**config.mk**
```make
export PLATFORM = sky130hd
export DESIGN_NAME = arbitro_divisor
export DESIGN_NICKNAME = d
export VERILOG_FILES = /design/src/rtl/arbitro_divisor.sv
export SDC_FILE = /design/constraint.sdc
export NUM_CORES = 1
export LEC_CHECK = 0
export ABC_CLOCK_PERIOD_IN_PS = 4230
export CORE_AREA = 2 2 181 183
export DETAILED_ROUTE_END_ITERATION = 8
export DIE_AREA = 0 0 183 185
export GPL_TIMING_DRIVEN = 0
export SLEW_MARGIN = 20
export SYNTH_ARGS = -nofsm -noshare
export SYNTH_HDL_FRONTEND = slang
export SYNTH_SLANG_ARGS = --single-unit
```
**constraint.sdc**
```tcl
create_clock -name CLK -period 4.23 [get_ports CLK]
set_clock_uncertainty 0.15 [all_clocks]
set_input_delay 0.423 -clock CLK [delete_from_list [all_inputs] [get_ports CLK]]
set_output_delay 0.423 -clock CLK [all_outputs]
set_load 0.02 [all_outputs]
```
**src/rtl/arbitro_divisor.sv**
```systemverilog
// -----------------------------------------------------------------------------
// arbitro_divisor
//   Round-robin arbiter and sequencer sharing one Divisor_Algoritmico among
//   N_REQ requesters. The granted requester's operands are latched and the
//   divider is started with a one-cycle Start pulse. Coc/Res come back with a
//   per-requester Valid pulse. A zero divisor is answered locally, because the
//   divider never terminates when Den = 0.
//
//   The divider's RSTa must be driven from ~RST. A reset mid-job abandons the
//   job: no Valid is produced, and the requester has to request again.
//
// Parameters
//   tamanyo : operand/result width, must match the divider
//   N_REQ   : number of requesters, 2..16
//
// Ports
//   CLK, RST        : clock, synchronous active-high reset
//   Req             : request level per requester
//   NumIn, DenIn    : packed operands, requester i at [i*tamanyo +: tamanyo]
//   Ack             : one-cycle pulse, that requester's operands captured
//   Valid           : one-cycle pulse, CocOut/ResOut/DivZero belong to it
//   CocOut, ResOut  : quotient / remainder, held until the next Valid
//   DivZero         : qualifies Valid, divisor was zero
//   Busy            : high whenever a job is in progress
//   DivStart        : to divider Start
//   DivNum, DivDen  : to divider Num / Den
//   DivCoc, DivRes  : from divider Coc / Res
//   DivDone         : from divider Done
// -----------------------------------------------------------------------------
module arbitro_divisor #(
  parameter int tamanyo = 32,
  parameter int N_REQ   = 4
) (
  input  logic                       CLK,
  input  logic                       RST,
  input  logic [N_REQ-1:0]           Req,
  input  logic [N_REQ*tamanyo-1:0]   NumIn,
  input  logic [N_REQ*tamanyo-1:0]   DenIn,
  output logic [N_REQ-1:0]           Ack,
  output logic [N_REQ-1:0]           Valid,
  output logic [tamanyo-1:0]         CocOut,
  output logic [tamanyo-1:0]         ResOut,
  output logic                       DivZero,
  output logic                       Busy,
  output logic                       DivStart,
  output logic [tamanyo-1:0]         DivNum,
  output logic [tamanyo-1:0]         DivDen,
  input  logic [tamanyo-1:0]         DivCoc,
  input  logic [tamanyo-1:0]         DivRes,
  input  logic                       DivDone
);

  localparam int PW  = $clog2(N_REQ);
  localparam int PW1 = PW + 1;

  typedef enum logic [2:0] {
    ST_IDLE  = 3'd0,
    ST_ISSUE = 3'd1,
    ST_WAIT  = 3'd2,
    ST_ZERO  = 3'd3,
    ST_DONE  = 3'd4
  } state_t;

  state_t             r_state;
  state_t             w_state_nxt;
  logic [PW-1:0]      r_ptr;
  logic [PW-1:0]      w_ptr_nxt;
  logic [PW-1:0]      r_gnt;
  logic [PW-1:0]      w_gnt_nxt;
  logic [PW-1:0]      w_pick;
  logic [PW-1:0]      w_gnt_inc;
  logic               w_any_req;
  logic [tamanyo-1:0] w_sel_num;
  logic [tamanyo-1:0] w_sel_den;
  logic [tamanyo-1:0] w_num_arr [N_REQ];
  logic [tamanyo-1:0] w_den_arr [N_REQ];

  logic [N_REQ-1:0]   w_ack_nxt;
  logic [N_REQ-1:0]   w_valid_nxt;
  logic [tamanyo-1:0] w_coc_nxt;
  logic [tamanyo-1:0] w_res_nxt;
  logic [tamanyo-1:0] w_num_nxt;
  logic [tamanyo-1:0] w_den_nxt;
  logic               w_dz_nxt;
  logic               w_start_nxt;
  logic               w_busy_nxt;

  // First requesting index at or after ptr, wrapping; ptr itself if none.
  function automatic logic [PW-1:0] f_rr_pick(
    input logic [N_REQ-1:0] req,
    input logic [PW-1:0]    ptr
  );
    logic [PW-1:0]  pick;
    logic           found;
    logic [PW1-1:0] idx;
    pick  = ptr;
    found = 1'b0;
    for (int k = 0; k < N_REQ; k++) begin
      idx = {1'b0, ptr} + PW1'(k);
      if (idx >= PW1'(N_REQ)) begin
        idx = idx - PW1'(N_REQ);
      end
      if (!found && req[idx[PW-1:0]]) begin
        pick  = idx[PW-1:0];
        found = 1'b1;
      end
    end
    return pick;
  endfunction

  for (genvar gi = 0; gi < N_REQ; gi++) begin : g_unpack
    assign w_num_arr[gi] = NumIn[gi*tamanyo +: tamanyo];
    assign w_den_arr[gi] = DenIn[gi*tamanyo +: tamanyo];
  end

  assign w_any_req = |Req;
  assign w_pick    = f_rr_pick(Req, r_ptr);
  assign w_sel_num = w_num_arr[w_pick];
  assign w_sel_den = w_den_arr[w_pick];
  assign w_gnt_inc = (r_gnt == PW'(N_REQ - 1)) ? '0 : r_gnt + PW'(1);

  // Next-state and next-output logic; held registers default to their value.
  always_comb begin
    w_state_nxt = r_state;
    w_ptr_nxt   = r_ptr;
    w_gnt_nxt   = r_gnt;
    w_ack_nxt   = '0;
    w_valid_nxt = '0;
    w_start_nxt = 1'b0;
    w_num_nxt   = DivNum;
    w_den_nxt   = DivDen;
    w_coc_nxt   = CocOut;
    w_res_nxt   = ResOut;
    w_dz_nxt    = DivZero;
    case (r_state)
      ST_IDLE: begin
        if (w_any_req) begin
          w_gnt_nxt = w_pick;
          w_num_nxt = w_sel_num;
          w_den_nxt = w_sel_den;
          w_ack_nxt = N_REQ'(1) << w_pick;
          // Start is registered, so it is raised here to be high during ISSUE.
          if (w_sel_den == {tamanyo{1'b0}}) begin
            w_state_nxt = ST_ZERO;
          end else begin
            w_state_nxt = ST_ISSUE;
            w_start_nxt = 1'b1;
          end
        end else begin
          w_state_nxt = ST_IDLE;
        end
      end
      ST_ISSUE: begin
        w_state_nxt = ST_WAIT;
      end
      ST_WAIT: begin
        if (DivDone) begin
          w_coc_nxt   = DivCoc;
          w_res_nxt   = DivRes;
          w_dz_nxt    = 1'b0;
          w_valid_nxt = N_REQ'(1) << r_gnt;
          w_state_nxt = ST_DONE;
        end else begin
          w_state_nxt = ST_WAIT;
        end
      end
      ST_ZERO: begin
        w_coc_nxt   = {tamanyo{1'b1}};
        w_res_nxt   = DivNum;
        w_dz_nxt    = 1'b1;
        w_valid_nxt = N_REQ'(1) << r_gnt;
        w_state_nxt = ST_DONE;
      end
      ST_DONE: begin
        w_ptr_nxt   = w_gnt_inc;
        w_state_nxt = ST_IDLE;
      end
      default: begin
        w_state_nxt = ST_IDLE;
      end
    endcase
    w_busy_nxt = (w_state_nxt != ST_IDLE);
  end

  // State, pointer and output registers; RST overrides every transition.
  always_ff @(posedge CLK) begin
    if (RST) begin
      r_state  <= ST_IDLE;
      r_ptr    <= '0;
      r_gnt    <= '0;
      Ack      <= '0;
      Valid    <= '0;
      DivStart <= 1'b0;
      Busy     <= 1'b0;
      DivZero  <= 1'b0;
      CocOut   <= '0;
      ResOut   <= '0;
      DivNum   <= '0;
      DivDen   <= '0;
    end else begin
      r_state  <= w_state_nxt;
      r_ptr    <= w_ptr_nxt;
      r_gnt    <= w_gnt_nxt;
      Ack      <= w_ack_nxt;
      Valid    <= w_valid_nxt;
      DivStart <= w_start_nxt;
      Busy     <= w_busy_nxt;
      DivZero  <= w_dz_nxt;
      CocOut   <= w_coc_nxt;
      ResOut   <= w_res_nxt;
      DivNum   <= w_num_nxt;
      DivDen   <= w_den_nxt;
    end
  end

endmodule

```
Yosys cells after proc, flatten, opt, wreduce, memory -nomap -nowiden
Index checks and enable logic that the tools add are counted.

Bitwise logic cells: 3. Add/subtract/negate cells: 8. Eq/ne operators: 6. Magnitude comparators: 9. Multiply operators: 0. Divide/modulo/power cells: 0. Shifts and indexed selects: 2. Mux-type cells: 39. Reduce and logical (&&, ||, !) cells: 14.

Operators with widths (number): 32-bit 2-to-1 mux (6); 32-bit binary-select mux with 2-bit select (2); 32-bit one-hot mux with 2 select lines (2); 32-bit logical NOT (1); 2-bit 2-to-1 mux (10); 3-bit >= comparator, second input constant (4); 2-bit by 3-bit less-than comparator with 1-bit output, second input constant (4); 3-bit one-hot mux with 4 select lines (1); 1-bit 2-to-1 mux (9); 1-bit binary-select mux with 2-bit select (4); 4-bit one-hot mux with 2 select lines (1); 1-bit by 2-bit left shift with 4-bit output, first input constant (2); 2-bit by 1-bit subtractor with 2-bit output, second input constant (4); 2-bit by 2-bit adder with 3-bit output, second input constant (2); 3-bit by 2-bit == test with 1-bit output, second input constant (2); 3-bit 2-to-1 mux (2); 4-bit 2-to-1 mux (1); 2-bit AND reduction (2); 4-bit OR reduction (1); 2-bit by 1-bit adder with 3-bit output, second input constant (1); 3-bit by 1-bit == test with 1-bit output, second input constant (1); 3-bit == test, second input constant (1); 2-bit by 3-bit >= comparator with 1-bit output, second input constant (1); 1-bit logical AND (3); other kinds (11) (14).

Output and inout bits: 139. Register bits: 146. Memories kept: 0. Bits in latches: 0. ROM bits: 0. Memory bits (writable): 0. Input bits: 327. Logic and storage cells: 93.

Depth between registers and ports, before layout
Depth in word-level cells: 23. Gate-level depth with buffers: 11. Gate-level depth less buffers: 8.

Worst setup path before layout
No wires, ideal clock.

Kind: input-to-reg. Start: in Req[0]. End: reg DivStart. Setup time: 115 ps. Data required time: 3965 ps. Path buffers: 2. Stages on the path: 10. Path slack: 1611 ps. Arrival: 2354 ps. Path through: nor2b_1 or4_4 buf_6 buf_2 and3_1 a211oi_1 o22ai_1 nor4_1 nand4_1 and2_1.

Word-level cells in the longest chain between the ends: 18. Elaborated cells on any way between the ends: 30. Classes of those cells: 19 x mux; 2 x bitwise; 9 x reduce/logical.

RTL lines: start: declaration (line 36) `input logic [N_REQ-1:0] Req,`; 1-bit binary-select mux with 2-bit select (line 103) `if (!found && req[idx[PW-1:0]]) begin`; 1-bit 2-to-1 mux (implied by the code) (line 103); 1-bit 2-to-1 mux (line 103); 1-bit logical NOT (line 103); 1-bit logical AND (line 103); 1-bit 2-to-1 mux (line 103); 1-bit logical NOT (line 103); 1-bit logical AND (line 103); 1-bit 2-to-1 mux (line 103); 1-bit logical NOT (line 103); 1-bit logical AND (line 103); 2-bit 2-to-1 mux (line 103); 2-bit inverter with 3-bit output (implied by the code) (line 119) `assign w_sel_den = w_den_arr[w_pick];`; 32-bit binary-select mux with 2-bit select (line 119); 32-bit 2-to-1 mux (implied by the code) (2 in series) (line 119); 32-bit logical NOT (line 143) `if (w_sel_den == {tamanyo{1'b0}}) begin`; 1-bit 2-to-1 mux (line 143); end signal: assignment (line 206) `DivStart <= w_start_nxt;`; end: declaration (line 45) `output logic DivStart,`.

Several ways; a longest one is shown, not always the timed one. The select of a mux whose other input is x is not followed. A chain may end at the register's enable or synchronous reset.

Final worst setup path
Start: in Req[0]. End: reg DivNum[29].

Word-level cells in the longest chain between the ends: 16. Elaborated cells on any way between the ends: 27. Classes of those cells: 18 x mux; 1 x bitwise; 8 x reduce/logical.

RTL lines: 1-bit binary-select mux with 2-bit select (line 103); 1-bit 2-to-1 mux (implied by the code) (line 103); 1-bit 2-to-1 mux (line 103); 1-bit logical NOT (line 103); 1-bit logical AND (line 103); 1-bit 2-to-1 mux (line 103); 1-bit logical NOT (line 103); 1-bit logical AND (line 103); 1-bit 2-to-1 mux (line 103); 1-bit logical NOT (line 103); 1-bit logical AND (line 103); 2-bit 2-to-1 mux (line 103); 2-bit inverter with 3-bit output (implied by the code) (line 118) `assign w_sel_num = w_num_arr[w_pick];`; 32-bit binary-select mux with 2-bit select (line 118); 32-bit 2-to-1 mux (implied by the code) (2 in series) (line 118); end signal: assignment (line 211) `DivNum <= w_num_nxt;`; end: declaration (line 46) `output logic [tamanyo-1:0] DivNum,`.

Several ways; a longest one is shown, not always the timed one. The select of a mux whose other input is x is not followed.

==> summary.txt <==
STA
  • Final setup margin: 0.423 ns
  • Hold Vio Cnt, Final: 0
  • RSZ-0062 raised after global routing: false
  • Max_slew headroom: between 30% and 40%
  • Setup_tns: 0 ns
  • Worst hold slack: 0.299 ns
  • Peak Freq: 0.263 GHz
  • Worst slew pin tran: approximately 0.93 ns
  • Final worst path period share: 90.0%
  • Final setup vio count: 0
  • Final-report max-slew violation count: 0
  • Min Tclk post-route: 3.81 ns

Worst hold path
  • HP Class: reg2reg
  • Worst hold start: ResOut[16]

Clocking
  • Clock root buffer: clkbuf_16
  • CTS Sinks: between 100 and 150
  • CTS Hold Bufs: 0
  • Worst skew pair latency: 0.42 ns
  • CTS tree: yes
  • Post-CTS setup buffer count: 0
  • Clk buf depth: 2
  • Clock-pin transition on the worst setup and hold timing paths: 0.06 ns
  • CTS Buf Count: 17
  • # H-tree levels: 4
  • CTS resizes: 0

Synth
  • Register area share after synthesis: approximately two fifths
  • Compound-Gate Fraction of Synth Area: approximately 19%
  • XOR/XNOR Fraction of Synth Area: 0%
  • Mux cell area share after synthesis: 0%
  • EDFF count, synth: 0
  • #FFs+latches synth: 146
  • Ys async rst share: 0%
  • Combinational family with the most area after synthesis: simple AND/OR/NAND/NOR gates
  • Post-synthesis simple-gate area fraction: 35.0%
  • Post-Syn Area: 7430 sq um
  • Synth Net Count: 1382
  • Synth top area cells: dfxtp_1 (39%), nand2_1 (11%), a21oi_1 (6.9%), a211oi_1 (6.6%), nand3_1 (6.5%)
  • Predominant post-synthesis flop cell: dfxtp_1
  • Syn. warnings: 0
  • Adder-cell share of the synthesized area: less than 1%
  • Post-synth top area share: between 30% and 40%
  • Post-synth top area cell: dfxtp_1
  • Synth cell types: 30
  • Syn Inst Count: 1051
  • Avg Synthesized Cell Area: 7.07 sq um

Route
  • DRC viols: 0
  • DRT iter0 DRCs: 532
  • Via count: 9645
  • Final ANT Viol Nets: 0
  • Routed len/inst: 21.5 um
  • Routed WL: 42.1 mm
  • Initial DRT Pass Iterations: 5
  • Vias/cell: just under 5

Final layout
  • Share of layout cells above drive strength 1: 2.84%
  • Area delta synth->final: 77.8%
  • Commonest non-fill, non-tap cell in the layout: clkdlybuf4s50_1
  • Fin cells: 1958
  • Post-layout nets: between 1500 and 2000
  • # diodes: 0
  • Commonest non-fill, non-tap cells in the layout: clkdlybuf4s50_1 (465), nand2_1 (225), dfxtp_1 (146)

Power
  • Clock share of power: 31.5%
  • Comb pwr share: a little over a third
  • Register share of total power: 33.4%
  • Maximum resistive drop on vdd: 0.263 mV
  • Pint: between 0.003 and 0.004 W
  • PD cells: 371 nW/um^2
  • Leak: 4.78 nW
  • Switching power: 0.00173 W
  • Sw Share: 35.4%

Floorplan
  • Die width: 183 um
  • Site Rows: 66
  • Num ports: 466
  • CORE AREA: 32000 sq um
  • Area of the die: 33900 sq um
  • Starting density of the core: 23.2%
  • Die extent in y: 185 um

Global routing
  • GRT busiest layer: met2
  • Largest net degree at the start of global routing: 17
  • Initial antenna violation count: 1
  • Tot GR Track Use: 24.2%
  • Routing usage on met3: under 10%
  • First-pass GRT wire length: between 60 and 70 mm
  • Number of global-route vias before repair: 9802
  • Met1 Use GR: 29.2%
  • GR Util met2: 41.0%
  • Grt total ovfl: 0

Place
  • Port Buffer Count: roughly 470
  • Pre-CTS setup slack: about 0.017 ns
  • Placer Congestion: around 0.96
  • DP HPWL: roughly 34 mm
  • # placed instances: roughly 1900

Setup path
  • RR Startpoint: r_ptr[0]
  • Setup crit end kind: register
  • Critical path launch point: Req[0]
  • WP data arrival: 4.00 ns
  • Crit path launch type: input pin
  • Max FO, Critical Path: 10
  • Crit Path Class: in2reg
  • Worst EP required: 4.42 ns

Run
  • Max-cap violations: 0

Run status
  • Outcome: complete, no violations
## metrics by stage
step,total power [W],utilization (%),area [sq um]
2_1_floorplan,0.00242,-,7430
3_3_place_gp,0.00338,39.3,12600
3_5_place_dp,0.00339,39.4,12600
4_1_cts,0.00494,41.2,13200
5_1_grt,0.00514,41.2,13200
6_report,0.00490,41.2,13200
## power groups by stage
stage / Combinational, W / Clock [W] / Sequential [W]
4_1_cts: 0.00173 / 0.00157 / 0.00164
3_5_place_dp: 0.00172 / 0 / 0.00167
2_1_floorplan: 0.000606 / 0 / 0.00181
6_report: 0.00172 / 0.00154 / 0.00164
5_1_grt: 0.00186 / 0.00163 / 0.00165
3_3_place_gp: 0.00172 / 0 / 0.00166
## registers in the layout, indices dropped and copies added (netlist names)
name and flops:
Ack 4, Busy 1, CocOut 32, DivDen 32, DivNum 32, DivStart 1
DivZero 1, ResOut 32, Valid 4, r_gnt 2, r_ptr 2, r_state 3
## area by class of cell
| class | count | area (sq um) |
|---|---|---|
| multi-input combinational | 797 | 4090 |
| clock inverter | 13 | 150 |
| inverter | 5 | 18.8 |
| timing repair buffer | 468 | 4680 |
| tap | 408 | 510 |
| sequential | 146 | 2920 |
| clock buffer | 18 | 429 |
| buffer | 103 | 409 |
| fill | 3348 | 18800 |
## cell usage after synthesis, types with 5 or more instances
cell type	n
a21oi_1	102
a211oi_1	65
o221ai_1	32
buf_2	5
nand3_1	97
o22ai_1	16
nor2_1	74
dfxtp_1	146
clkbuf_1	85
nor4_1	6
and3_1	64
buf_1	10
nand2_1	225
and2_1	6
nor3_1	90
inv_1	5
## critical path, stage by stage
cell and delay, ns:
clkdlybuf4s50_1 0.54, nor2b_1 0.20, nor3_1 0.09, o21ai_1 0.66, buf_2 0.38, clkbuf_1 0.58, buf_1 0.49, nand2_1 0.21
nand3_1 0.12, nand3_1 0.15, a21oi_1 0.14
## per-layer routing
layer / routed length, um / part of all wire [%] / vias up
li1: - / - / 4707
met1: 17900 / 42 / 4462
met2: 19800 / 47 / 408
met3: 3150 / 7.5 / 66
met4: 1230 / 2.9 / 2
met5: 13 / 0.031 / -
## cell families (layout without fill, tap and decap cells)
family | after synthesis | after routing
simple gates | 571 | 571
compound gates | 222 | 222
flops | 146 | 146
buf+inv | 108 | 607
fa+ha+maj | 4 | 4
## worst paths after layout
path	endpoint	slack, ns	cells after the start
hold / removal	ResOut[16]	0.30	2
setup reg to reg	DivStart	0.65	10
hold reg to reg	ResOut[16]	0.30	2
setup / recovery	DivNum[29]	0.42	11
Note: power is estimated with default switching activity, not from simulation.
